**config.mk**
```make
export PLATFORM = sky130hd
export DESIGN_NAME = df_stim_master_flat
export DESIGN_NICKNAME = d
export VERILOG_FILES = /design/src/rtl/df_stim_master_pkg.sv /design/src/rtl/df_stim_master_if.sv /design/src/rtl/df_lfsr8.sv /design/src/rtl/df_stim_master.sv /design/src/flat_wrapper.sv
export SDC_FILE = /design/constraint.sdc
export NUM_CORES = 1
export LEC_CHECK = 0
export ABC_AREA = 1
export BUFFER_PORTS_ARGS = -buffer_cell sky130_fd_sc_hd__buf_2
export CORE_MARGIN = 2
export CORE_UTILIZATION = 25
export DETAILED_ROUTE_END_ITERATION = 16
export PLACE_DENSITY_LB_ADDON = 0.2
export SYNTH_ARGS = -nofsm -noshare
export SYNTH_HDL_FRONTEND = slang
export SYNTH_HIERARCHICAL = 1
export SYNTH_SLANG_ARGS = --single-unit
```
**constraint.sdc**
```tcl
create_clock -name clk -period 3.2 [get_ports clk]
set_input_delay 0.16 -clock clk [delete_from_list [all_inputs] [get_ports clk]]
set_output_delay 0.16 -clock clk [all_outputs]
set_load 0.05 [all_outputs]
```
**src/rtl/df_stim_master_pkg.sv**
```systemverilog
// Shared types and constants for the filter stimulus master and its noise generator.
package df_pkg;

    typedef enum logic [2:0] {
        StIdle,
        StCfgSetup,
        StCfgEn,
        StCfgHold,
        StRun,
        StDone
    } state_e;

    typedef enum logic [1:0] {
        PatImpulse = 2'b00,
        PatStep    = 2'b01,
        PatRamp    = 2'b10,
        PatLfsr    = 2'b11
    } pattern_e;

    localparam int unsigned SETUP_CYC = 2;
    localparam int unsigned EN_CYC    = 4;
    localparam int unsigned HOLD_CYC  = 2;
    localparam int unsigned CNT_W     = 3;

    localparam int unsigned             LFSR_W    = 8;
    // x^8+x^6+x^5+x^4+1 as bit positions 7,5,4,3
    localparam logic [LFSR_W-1:0]       LFSR_TAPS = 8'hB8;

endpackage

```
**src/rtl/df_stim_master_if.sv**
```systemverilog
// Run-request and filter-side signal bundle for df_stim_master.
interface df_stim_master_if;
    logic       start;
    logic [2:0] cfg_val;
    logic [1:0] pattern;
    logic [7:0] amp;
    logic [3:0] rate_div;
    logic [7:0] num_samples;
    logic       enconfig;
    logic [2:0] configin;
    logic [7:0] datain;
    logic       sample_stb;
    logic       busy;
    logic       done;

    modport master (
        input  start, cfg_val, pattern, amp, rate_div, num_samples,
        output enconfig, configin, datain, sample_stb, busy, done
    );

    modport slave (
        output start, cfg_val, pattern, amp, rate_div, num_samples,
        input  enconfig, configin, datain, sample_stb, busy, done
    );
endinterface

```
**src/rtl/df_lfsr8.sv**
```systemverilog
// 8-bit Fibonacci LFSR noise source; a zero seed is replaced by 1 to avoid lock-up.
module df_lfsr8
    import df_pkg::*;
(
    input  logic              clk,
    input  logic              rst_n,
    input  logic              i_load,
    input  logic [LFSR_W-1:0] i_seed,
    input  logic              i_advance,
    output logic [LFSR_W-1:0] o_state
);

    logic [LFSR_W-1:0] r_state;
    logic              w_fb;

    assign w_fb    = ^(r_state & LFSR_TAPS);
    assign o_state = r_state;

    always_ff @(posedge clk or negedge rst_n) begin
        if (!rst_n) begin
            r_state <= '0;
        end else if (i_load) begin
            r_state <= (i_seed == '0) ? LFSR_W'(1) : i_seed;
        end else if (i_advance) begin
            r_state <= {r_state[LFSR_W-2:0], w_fb};
        end
    end

endmodule

```
**src/rtl/df_stim_master.sv**
```systemverilog
// Programs a filter config word with a setup/strobe/hold sequence, then streams a
// selectable stimulus pattern. All outputs are registered from next-state values.
module df_stim_master
    import df_pkg::*;
(
    input logic              clk,
    input logic              rst_n,
    df_stim_master_if.master bus
);

    state_e           r_state, w_state_d;
    logic [CNT_W-1:0] r_cnt, w_cnt_d;
    logic [3:0]       r_hold, w_hold_d;
    logic [8:0]       r_left, w_left_d;
    logic [7:0]       r_acc, w_acc_d;
    logic [2:0]       r_cfg, w_cfg_d;
    pattern_e         r_pat, w_pat_d;
    logic [7:0]       r_amp, w_amp_d;
    logic [3:0]       r_rate, w_rate_d;
    logic [7:0]       r_num, w_num_d;

    logic             r_enconfig, w_enconfig_d;
    logic [2:0]       r_configin, w_configin_d;
    logic [7:0]       r_datain, w_datain_d;
    logic             r_stb, w_stb_d;
    logic             r_busy, w_busy_d;
    logic             r_done, w_done_d;

    logic             w_load, w_new, w_first;
    logic [7:0]       w_lfsr;

    df_lfsr8 u_lfsr (
        .clk       (clk),
        .rst_n     (rst_n),
        .i_load    (w_load),
        .i_seed    (bus.amp),
        .i_advance (w_new),
        .o_state   (w_lfsr)
    );

    always_comb begin
        w_state_d  = r_state;
        w_cnt_d    = r_cnt;
        w_hold_d   = r_hold;
        w_left_d   = r_left;
        w_acc_d    = r_acc;
        w_cfg_d    = r_cfg;
        w_pat_d    = r_pat;
        w_amp_d    = r_amp;
        w_rate_d   = r_rate;
        w_num_d    = r_num;
        w_datain_d = r_datain;
        w_load     = 1'b0;
        w_new      = 1'b0;
        w_first    = 1'b0;

        unique case (r_state)
            StIdle: begin
                if (bus.start) begin
                    w_cfg_d   = bus.cfg_val;
                    w_pat_d   = pattern_e'(bus.pattern);
                    w_amp_d   = bus.amp;
                    w_rate_d  = bus.rate_div;
                    w_num_d   = bus.num_samples;
                    w_acc_d   = '0;
                    w_load    = 1'b1;
                    w_cnt_d   = CNT_W'(SETUP_CYC - 1);
                    w_state_d = StCfgSetup;
                end
            end
            StCfgSetup: begin
                if (r_cnt == '0) begin
                    w_cnt_d   = CNT_W'(EN_CYC - 1);
                    w_state_d = StCfgEn;
                end else begin
                    w_cnt_d = r_cnt - 1'b1;
                end
            end
            StCfgEn: begin
                if (r_cnt == '0) begin
                    w_cnt_d   = CNT_W'(HOLD_CYC - 1);
                    w_state_d = StCfgHold;
                end else begin
                    w_cnt_d = r_cnt - 1'b1;
                end
            end
            StCfgHold: begin
                if (r_cnt == '0) begin
                    w_new     = 1'b1;
                    w_first   = 1'b1;
                    w_hold_d  = r_rate;
                    w_left_d  = (r_num == '0) ? 9'd256 : {1'b0, r_num};
                    w_state_d = StRun;
                end else begin
                    w_cnt_d = r_cnt - 1'b1;
                end
            end
            StRun: begin
                if (r_hold != '0) begin
                    w_hold_d = r_hold - 4'd1;
                end else if (r_left == 9'd1) begin
                    w_state_d = StDone;
                end else begin
                    w_new    = 1'b1;
                    w_hold_d = r_rate;
                    w_left_d = r_left - 9'd1;
                end
            end
            StDone:  w_state_d = StIdle;
            default: w_state_d = StIdle;
        endcase

        // Generators run one sample ahead: the value presented now is taken before advancing.
        if (w_new) begin
            w_acc_d = r_acc + r_amp;
            unique case (r_pat)
                PatImpulse: w_datain_d = w_first ? r_amp : 8'h00;
                PatStep:    w_datain_d = r_amp;
                PatRamp:    w_datain_d = r_acc;
                PatLfsr:    w_datain_d = w_lfsr;
            endcase
        end
        if (w_state_d != StRun) begin
            w_datain_d = '0;
        end

        w_stb_d      = w_new;
        w_enconfig_d = (w_state_d == StCfgEn);
        w_configin_d = (w_state_d inside {StCfgSetup, StCfgEn, StCfgHold}) ? w_cfg_d : '0;
        w_busy_d     = (w_state_d != StIdle);
        w_done_d     = (w_state_d == StDone);
    end

    always_ff @(posedge clk or negedge rst_n) begin
        if (!rst_n) begin
            r_state    <= StIdle;
            r_cnt      <= '0;
            r_hold     <= '0;
            r_left     <= '0;
            r_acc      <= '0;
            r_cfg      <= '0;
            r_pat      <= PatImpulse;
            r_amp      <= '0;
            r_rate     <= '0;
            r_num      <= '0;
            r_enconfig <= 1'b0;
            r_configin <= '0;
            r_datain   <= '0;
            r_stb      <= 1'b0;
            r_busy     <= 1'b0;
            r_done     <= 1'b0;
        end else begin
            r_state    <= w_state_d;
            r_cnt      <= w_cnt_d;
            r_hold     <= w_hold_d;
            r_left     <= w_left_d;
            r_acc      <= w_acc_d;
            r_cfg      <= w_cfg_d;
            r_pat      <= w_pat_d;
            r_amp      <= w_amp_d;
            r_rate     <= w_rate_d;
            r_num      <= w_num_d;
            r_enconfig <= w_enconfig_d;
            r_configin <= w_configin_d;
            r_datain   <= w_datain_d;
            r_stb      <= w_stb_d;
            r_busy     <= w_busy_d;
            r_done     <= w_done_d;
        end
    end

    assign bus.enconfig   = r_enconfig;
    assign bus.configin   = r_configin;
    assign bus.datain     = r_datain;
    assign bus.sample_stb = r_stb;
    assign bus.busy       = r_busy;
    assign bus.done       = r_done;

endmodule

```
**src/flat_wrapper.sv**
```systemverilog
// flat-port wrapper written by rule: the top's interface ports become plain ports
module df_stim_master_flat import df_pkg::*;
  (clk, rst_n, bus_start, bus_cfg_val, bus_pattern, bus_amp, bus_rate_div, bus_num_samples, bus_enconfig, bus_configin, bus_datain, bus_sample_stb, bus_busy, bus_done);
  df_stim_master_if bus_i ();
  input logic clk;
  input logic rst_n;
  input wire logic [$bits(bus_i.start)-1:0] bus_start;
  input wire logic [$bits(bus_i.cfg_val)-1:0] bus_cfg_val;
  input wire logic [$bits(bus_i.pattern)-1:0] bus_pattern;
  input wire logic [$bits(bus_i.amp)-1:0] bus_amp;
  input wire logic [$bits(bus_i.rate_div)-1:0] bus_rate_div;
  input wire logic [$bits(bus_i.num_samples)-1:0] bus_num_samples;
  output wire logic [$bits(bus_i.enconfig)-1:0] bus_enconfig;
  output wire logic [$bits(bus_i.configin)-1:0] bus_configin;
  output wire logic [$bits(bus_i.datain)-1:0] bus_datain;
  output wire logic [$bits(bus_i.sample_stb)-1:0] bus_sample_stb;
  output wire logic [$bits(bus_i.busy)-1:0] bus_busy;
  output wire logic [$bits(bus_i.done)-1:0] bus_done;
  assign bus_i.start = bus_start;
  assign bus_i.cfg_val = bus_cfg_val;
  assign bus_i.pattern = bus_pattern;
  assign bus_i.amp = bus_amp;
  assign bus_i.rate_div = bus_rate_div;
  assign bus_i.num_samples = bus_num_samples;
  assign bus_enconfig = bus_i.enconfig;
  assign bus_configin = bus_i.configin;
  assign bus_datain = bus_i.datain;
  assign bus_sample_stb = bus_i.sample_stb;
  assign bus_busy = bus_i.busy;
  assign bus_done = bus_i.done;
  df_stim_master u_core (.clk(clk), .rst_n(rst_n), .bus(bus_i));
endmodule
```
==> results.yml, run 1 <==
clock_tree:
  clock_latency_ps: 340
  cts.htree.levels: 3
  ctsRootBufferMaster: "clkbuf_16"
  clockBufferDepth: 2
  clock-sinks: 75
  cts_buffers: 9
  cts-resized-gates: 0
  cts.clk_slew.worst_paths_ps: 60
  cts_tree: "yes"
  holdBufCountCts: 0
  cts_setup_buffers: 0
final_layout:
  final_common_cell: "nand2_1"
  num-nets-final: 682
  ff_latch_area_sq_um: 1880
  layout-drive-gt1-share_pct: 14.4
  fillers: 1880
  final_cell_mix: "nand2_1, dfrtp_1, inv_1, nor2_1, nand3_1"
  antenna_cells: 0
  fin_cells: 870
  syn_to_final_growth_pct: 17.1
  multiInputGateArea_sq_um: 2160
routing:
  dr.pass1.iters: 5
  drt_iter0_markers: 284
  drt-vias-per-instance: 4.55
  num_vias: 3959
  routed_wl_microns: 11600
  wl_per_cell_microns: 13.3
  drtAntennaViolNets: 0
  drc_errors: 0
yosys:
  syn_nets: 639
  ys_types: 35
  syn_area_per_cell_sq_um: 7.31
  yosys_most_used_dff: "dfrtp_1"
  synth_seq_cells: 75
  synthCells: 597
  synth_edf_count: 0
  yosys_warnings: 6
  netlist_area_sq_um: 4360
  seq_area_frac_synth_pct: 43.0
  synthArstFlopShare_pct: 100
sta:
  finalSetupViolCount: 0
  fin_crit_ps: 2270
  fin_crit_sh_pct: 70.8
  hold_slack_ps: -14.0
  worst_slew_pin_slew_ps: 985
  fmax_mhz: 441
  hold_viol: 26
  clock_skew_ps: 5.83
  slew_violations: 0
  rsz0062_at_grt: "false"
  slew_headroom_pct: 34.3
  fin_setup_tns_ps: 0
setup_path:
  crit_required_ps: 3430
  rrSetupSlack_ps: 930
  crit_start: "u_core/r_state[2]"
  criticalPathCategory: "flop to flop"
  path_max_fanout: 27
  worstSetupStartpointType: "flop"
  r2r_cells: 10
  worstPathCellList: "inv_2 -> nand2_1 -> inv_2 -> nand2_2 -> inv_2 -> inv_2 -> nor2_1 -> o21ai_1 -> nand3_1 -> nand2_1"
  cp_slowest_stage_delay_ps: 550
  r2r-start: "u_core/r_state[2]"
  slowest_stage: "inv_2"
  r2r_end: "u_core/u_lfsr/o_state[0]"
  cp_common_cell: "inv_2"
  worstPathBufferInverterCount: 4
  critical_path_arrival_ps: 2490
  crit_path_end_kind: "flop"
  crit_family: "buffers and inverters"
power:
  finalPower_mw: 5.22
  ir_worst_vdd_mv: 0.312
  power_frac_comb_pct: 46.8
  power.switching_mw: 2.35
  p_int_mw: 2.87
  clkPwrFrac_pct: 21.4
  power.leakage_nw: 2.67
  switching_share_pct: 45.0
  power_frac_seq_pct: 31.8
  cellPowerDensity_nw_per_um2: 1020
status:
  status: "finished with violations"
  violations: "negative hold slack"
worst_hold_path:
  min_path_type: "primary input to async pin"
placement:
  dpl.hpwl_microns: 8370
  place.gp.congestion: 0.837
  numPlacedInstances: 854
  portBuffers: 42
floorplanning:
  die_w_microns: 136
  die_h_microns: 136
  boundaryPins: 43
  die-area_sq_um: 18500
  coreArea_sq_um: 17200
  start_util_pct: 25.4
  placementRows: 48
global_routing:
  grt_pass1_vias: 3907
  grt_max_degree: 76
  grt_usage_pct: 13.4
  antenna_found_initial: 0
  grt_pass1_wl_microns: 19300
  grt.overflow.total: 0
flow_run:
  cap_violations: 0
[through the flow]
stage / utilization, % / setup slack, ps / cell area, sq um
2_1_floorplan: - / 1440 / 4360
5_1_grt: 29.7 / 702 / 5110
4_1_cts: 29.7 / 906 / 5110
6_report: 29.7 / 934 / 5110
3_5_place_dp: 27.8 / 912 / 4780
3_3_place_gp: 27.8 / 890 / 4780
[kinds of logic (layout without fill, tap and decap cells)]
logic type / after synthesis / after routing / share of synthesized area (%)
adders and majority gates: 14 / 14 / 4.19
DFF: 75 / 75 / 43.0
AOI/OAI and AO/OA: 51 / 51 / 6.45
and+or+nand+nor: 378 / 378 / 38.0
buffers and inverters: 75 / 123 / 7.54
xor gates and xnor gates: 4 / 4 / 0.803
[synthesized netlist by cell type, types with 3 or more instances]
master | number | area share (%)
nand2_1 | 231 | 20
o21ai_1 | 18 | 2.1
nor2_2 | 3 | 0.43
ha_1 | 13 | 3.7
nand3_1 | 47 | 5.4
nor2_1 | 50 | 4.3
o22ai_1 | 5 | 0.72
inv_2 | 8 | 0.69
dfrtp_1 | 75 | 43
nand4_1 | 16 | 2.3
o21ai_0 | 13 | 1.5
or2_2 | 3 | 0.43
inv_1 | 54 | 4.6
a21oi_1 | 9 | 1.0
or2_1 | 3 | 0.43
nand3b_1 | 8 | 1.4
nand2_2 | 8 | 1.1
buf_2 | 8 | 0.92
[state kept, by name, indices dropped and copies added, names as in the netlist]
name,count
u_core/r_cnt,3
u_core/r_num,8
u_core/r_pat,2
u_core/bus.datain,8
u_core/bus.configin,3
u_core/r_left,9
u_core/r_rate,4
u_core/bus.enconfig,1
u_core/bus.sample_stb,1
u_core/r_cfg,3
u_core/bus.done,1
u_core/bus.busy,1
u_core/u_lfsr/o_state,8
u_core/r_state,3
u_core/r_amp,8
u_core/r_acc,8
u_core/r_hold,4
[final cells by class]
| cell class | instances | area share, % |
|---|---|---|
| Multi-Input combinational cell | 447 | 42.2 |
| Inverter | 63 | 4.68 |
| Clock inverter | 5 | 1.47 |
| Sequential cell | 75 | 36.7 |
| Timing Repair Buffer | 44 | 4.46 |
| Clock buffer | 11 | 4.95 |
| Tap cell | 225 | 5.51 |
[power groups by stage]
stage	Combinational (mW)	Sequential, mW	Clock (mW)
global placement	2.43	1.67	0
CTS	2.45	1.66	1.15
floorplan	1.80	1.74	0
detailed placement	2.44	1.67	0
global route	2.83	1.71	1.19
finish	2.44	1.66	1.12
[routing by layer]
layer  share of wire (%)  routed length [microns]  GRT usage (%)  vias up
met2                  45                     5180           21.2       91
met3                 3.6                      420           2.39       22
met5                   0                        0              0        -
met4                 2.7                      307           6.48        0
met1                  49                     5670           17.5     1852
li1                    -                        -              -     1994
[worst max path at each step]
stage                               end  cells after the start
6_report       u_core/u_lfsr/o_state[0]                     10
4_1_cts        u_core/u_lfsr/o_state[0]                     10
2_1_floorplan  u_core/u_lfsr/o_state[2]                     12
5_1_grt        u_core/u_lfsr/o_state[0]                     10
3_3_place_gp   u_core/u_lfsr/o_state[0]                     10
3_5_place_dp   u_core/u_lfsr/o_state[0]                     10
(Power assumes the default switching activity.)
==> run 2, diff against run 1 <==
==> constraint.sdc (replaced) <==
create_clock -name clk -period 2.1 [get_ports clk]
set_input_delay 0.105 -clock clk [delete_from_list [all_inputs] [get_ports clk]]
set_output_delay 0.105 -clock clk [all_outputs]
set_load 0.05 [all_outputs]
==> run 2 against run 1 <==
Net effect: largest cell class unchanged; register-to-register slack worse by 660 ps; the flow now finishes without violations; setup slack worse by 660 ps; clock power up 33%; largest power group unchanged.
==> results.yml, run 2 (synthesis results as in run 1) <==
floorplanning:
  die_h_microns: 136
  start_util_pct: 25.4
  die-area_sq_um: 18500
  die_w_microns: 136
  boundaryPins: 43
  coreArea_sq_um: 17200
  placementRows: 48
power:
  ir_worst_vdd_mv: 0.568
  clkPwrFrac_pct: 19.0
  power_frac_comb_pct: 48.9
  finalPower_mw: 7.84
  power.leakage_nw: 2.76
  power_frac_seq_pct: 32.1
  power.switching_mw: 3.56
  cellPowerDensity_nw_per_um2: 1480
  switching_share_pct: 45.4
  p_int_mw: 4.28
setup_path:
  crit_path_end_kind: "flop"
  r2r-start: "u_core/r_cnt[0]"
  path_max_fanout: 20
  critical_path_arrival_ps: 2040
  crit_required_ps: 2310
  worstPathBufferInverterCount: 4
  slowest_stage: "dfrtp_1"
  worstSetupStartpointType: "flop"
  criticalPathCategory: "flop to flop"
  cp_slowest_stage_delay_ps: 360
  cp_common_cell: "inv_1"
  crit_family: "simple AND/OR/NAND/NOR gates"
  worstPathCellList: "inv_1 -> ha_1 -> nand2_2 -> inv_1 -> nand2_1 -> buf_12 -> nand2_8 -> nor2_2 -> inv_4 -> o22ai_1 -> a21oi_1"
  crit_start: "u_core/r_cnt[0]"
sta:
  finalSetupViolCount: 0
  fin_setup_tns_ps: 0
  hold_viol: 0
  worst_slew_pin_slew_ps: 563
  fin_crit_ps: 1830
  fmax_mhz: 548
  slew_violations: 0
  slew_headroom_pct: 62.4
  setup_ws_ps: 274
  rsz0062_at_grt: "false"
  fin_crit_sh_pct: 86.9
  hold_slack_ps: 21.6
  clock_skew_ps: 8.37
clock_tree:
  cts.htree.levels: 3
  cts_setup_buffers: 0
  cts.clk_slew.worst_paths_ps: 60
  clock-sinks: 75
  ctsRootBufferMaster: "clkbuf_16"
  cts_tree: "yes"
  cts-resized-gates: 0
  clock_latency_ps: 330
  holdBufCountCts: 15
  cts_buffers: 9
  clockBufferDepth: 2
final_layout:
  final_cell_area_sq_um: 5300
  largest_reg_flops: 9
  num-nets-final: 704
  regMostFlops: "u_core/r_left"
  fillers: 1893
  multiInputGateArea_sq_um: 2160
  fin_util_pct: 30.9
  final_common_cell: "nand2_1"
  antenna_cells: 0
  fin_cells: 892
  ff_latch_area_sq_um: 1880
  layout-drive-gt1-share_pct: 14.7
  syn_to_final_growth_pct: 21.5
  final_cell_mix: "nand2_1, dfrtp_1, inv_1, nor2_1, nand3_1"
global_routing:
  grt_usage_pct: 13.2
  grt_pass1_vias: 3855
  grt_pass1_wl_microns: 19100
  grt.overflow.total: 0
  grt_max_degree: 44
  antenna_found_initial: 0
routing:
  drt_iter0_markers: 241
  wl_met2_microns: 5460
  wl_per_cell_microns: 12.6
  drtAntennaViolNets: 0
  highest_layer: "met4"
  drt-vias-per-instance: 4.38
  wl_met3_microns: 414
  drc_errors: 0
  routed_wl_microns: 11300
  met1_length_microns: 5320
  dr.pass1.iters: 5
  num_vias: 3906
placement:
  place.gp.congestion: 0.889
  dpl.hpwl_microns: 8490
  dpl_cell_area_sq_um: 4860
  place_ws_ps: 303
  numPlacedInstances: 861
  portBuffers: 42
worst_hold_path:
  min-delay-start: "bus_amp[7]"
  min_path_type: "primary input to flop"
flow_run:
  cap_violations: 0
status:
  status: "complete, no violations"
## run 2: cell types whose count changed in the layout (fill, tap and decap cells not counted), sizes merged
cell | previous run | this run
clkinv | 3 | 1
clkbuf | 11 | 15
dlygate4sd3 | 0 | 15
bufinv | 2 | 0
buf | 44 | 51
## run 2: final timing paths
| kind | slack [ps] | depth (start not counted) | end |
|---|---|---|---|
| max | 270 | 11 | u_core/u_lfsr/o_state[2] |
| min | 20 | 3 | u_core/r_amp[7] |
| max reg2reg | 270 | 11 | u_core/u_lfsr/o_state[2] |
| min reg2reg | 480 | 2 | u_core/r_rate[0] |
| max in group asynchronous | 1240 | 3 | u_core/r_amp[2] |
| min in group asynchronous | 280 | 2 | u_core/r_cfg[1] |
## run 2: worst reg2reg max path, stage by stage (launching register included)
cell and delay (ps):
dfrtp_1 360, inv_1 80, ha_1 210, nand2_2 120, inv_1 70, nand2_1 130
buf_12 190, nand2_8 80, nor2_2 190, inv_4 90, o22ai_1 120, a21oi_1 60
## run 2: layout make-up
type	instances	area share, %
Clock buffer	15	5.43
Inverter	63	4.51
Timing Repair Buffer	66	8.59
Multi-Input combinational cell	447	40.7
Tap cell	225	5.31
Clock inverter	1	0.0944
Sequential cell	75	35.4
## run 2: power by group through the flow
stage | combinational, mW | clock (mW) | sequential [mW]
finish | 3.84 | 1.49 | 2.52
global route | 4.41 | 1.61 | 2.61
CTS | 3.88 | 1.55 | 2.52
detailed placement | 3.84 | 0 | 2.53
global placement | 3.79 | 0 | 2.54
floorplan | 2.74 | 0 | 2.65
## run 2: metal layers
layer  GRT usage, %  up-vias
li1               -     2030
met1           17.2     1810
met2           21.7       60
met3           2.91        6
met4           4.28        0
met5              0        -
==> run 3, diff against run 2 <==
--- a/config.mk
+++ b/config.mk
@@ -11,6 +11,7 @@
 export CORE_UTILIZATION = 25
 export DETAILED_ROUTE_END_ITERATION = 16
 export PLACE_DENSITY_LB_ADDON = 0.2
+export SETUP_SLACK_MARGIN = 0.5
 export SYNTH_ARGS = -nofsm -noshare
 export SYNTH_HDL_FRONTEND = slang
 export SYNTH_HIERARCHICAL = 1
==> run 3 against run 2 <==
Net effect: die area did not move; critical path depth did not move; final area rose by 11%.
==> results.yml, run 3 (synthesis results as in run 1) <==
status:
  status: "complete, no violations"
sta:
  fmax_mhz: 644
  slew_headroom_pct: 62.7
  fin_crit_ps: 1550
  rsz0062_at_grt: "true"
  fin_crit_sh_pct: 74.0
  worst_slew_pin_slew_ps: 559
  slew_violations: 0
  clock_skew_ps: 9.07
  fin_setup_tns_ps: 0
  finalSetupViolCount: 0
  hold_viol: 0
routing:
  drc_errors: 0
  dr.pass1.iters: 4
  drt_iter0_markers: 206
  num_vias: 4134
  wl_per_cell_microns: 13.9
  drt-vias-per-instance: 4.51
  routed_wl_microns: 12700
  drtAntennaViolNets: 0
global_routing:
  grt_max_degree: 40
  grt_pass1_wl_microns: 20600
  grt.overflow.total: 0
  antenna_found_initial: 0
  grt_pass1_vias: 4129
  grt_usage_pct: 14.2
power:
  cellPowerDensity_nw_per_um2: 1500
  finalPower_mw: 8.83
  ir_worst_vdd_mv: 0.509
  power.leakage_nw: 2.93
final_layout:
  regMostFlops: "u_core/r_left"
  num-nets-final: 729
  layout-drive-gt1-share_pct: 24.6
  syn_to_final_growth_pct: 34.5
  final_cell_mix: "nand2_1, dfrtp_1, inv_1, nor2_1, nand3_1"
  antenna_cells: 0
  multiInputGateArea_sq_um: 2450
  fillers: 1848
  largest_reg_flops: 9
  final_common_cell: "nand2_1"
  ff_latch_area_sq_um: 1880
floorplanning:
  placementRows: 48
  die_h_microns: 136
  boundaryPins: 43
  start_util_pct: 25.4
  coreArea_sq_um: 17200
  die_w_microns: 136
  die-area_sq_um: 18500
setup_path:
  slowest_stage: "dfrtp_1"
  critical_path_arrival_ps: 1770
  criticalPathCategory: "flop to flop"
  crit_family: "simple AND/OR/NAND/NOR gates"
  cp_slowest_stage_delay_ps: 390
  worstSetupStartpointType: "flop"
  worstPathBufferInverterCount: 2
  path_max_fanout: 8
  worstPathCellList: "inv_2 -> ha_4 -> nand2_4 -> nor2_4 -> nand2_4 -> nand3_4 -> nand2_8 -> nor2_4 -> inv_4 -> o22ai_2 -> a21oi_2"
  crit_required_ps: 2320
  crit_path_end_kind: "flop"
placement:
  place.gp.congestion: 0.821
  dpl.hpwl_microns: 8770
  portBuffers: 42
clock_tree:
  clockBufferDepth: 2
  cts.clk_slew.worst_paths_ps: 60
  clock_latency_ps: 340
  ctsRootBufferMaster: "clkbuf_16"
  clock-sinks: 75
  cts_buffers: 9
  cts_tree: "yes"
  cts.htree.levels: 3
worst_hold_path:
  min_path_type: "primary input to flop"
flow_run:
  cap_violations: 0
-- run 3: cell types whose count changed in the layout (fill, tap and decap cells not counted), sizes merged --
cell         change
buf             +25
inv              -2
clkinvlp         +2
clkinv           +3
clkbuf           -3
bufinv           +1
dlygate4sd3      -2
nand2            +1
-- run 3: cell type report --
| cell class | count | share of cell area, % |
|---|---|---|
| Clock buffer | 11 | 4.14 |
| Clock inverter | 5 | 0.895 |
| Tap cell | 225 | 4.80 |
| Timing Repair Buffer | 90 | 11.8 |
| Multi-Input combinational cell | 448 | 41.8 |
| Sequential cell | 75 | 32.1 |
| Inverter | 63 | 4.48 |
-- run 3: worst paths after layout --
path,startpoint,to,slack (ps),cells past startpoint
worst min register to register,u_core/r_num[2],u_core/r_num[2],480,2
worst min-delay path,bus_cfg_val[1],u_core/r_cfg[1],10,3
max in group asynchronous,rst_n,u_core/r_amp[1],1150,3
worst max-delay path,u_core/r_left[1],u_core/u_lfsr/o_state[2],550,11
min in group asynchronous,rst_n,u_core/r_left[2],320,2
worst max register to register,u_core/r_left[1],u_core/u_lfsr/o_state[2],550,11
-- run 3: layer usage --
metal,share of wire (%),GRT usage (%),wire length (microns)
met4,1.4,4.75,176
met3,2.7,3.32,345
met5,0,0,0
met2,49,23.9,6260
met1,47,17.9,5970
-- run 3: repair_timing --
action                                 4_1_cts  5_1_grt
pin swaps                                    4        8
hold buffers                                13        0
endpoints found under the hold margin       50        0
setup endpoints to repair                   52       55
setup buffers                               11       15
gates cloned                                 1        1
resized for setup                           22       42
-- run 3: worst min-delay path: stages --
cell and delay [ps]:
buf_2 80, o21ai_1 80, inv_1 50
-- run 3: report_power, final --
group	switching [mW]	leakage (nW)	internal [mW]	total, mW
Clock	0.610	0.145	0.947	1.56
Combinational	2.85	1.86	1.81	4.66
Sequential	0.574	0.932	2.04	2.62
Total	4.03	2.93	4.80	8.83
-- run 3: through the flow --
| stage | util (%) | instances | instance area, sq um | hold WS, ps | setup slack, ps |
|---|---|---|---|---|---|
| floorplan | - | 597 | 4430 | -191 | 457 |
| global placement | 28.5 | 860 | 4900 | 139 | 306 |
| detailed placement | 28.5 | 860 | 4900 | 141 | 254 |
| CTS | 32.3 | 901 | 5550 | 2.72 | 498 |
| global route | 34.2 | 917 | 5870 | 8.26 | 448 |
| finish | 34.2 | 917 | 5870 | 12.7 | 547 |
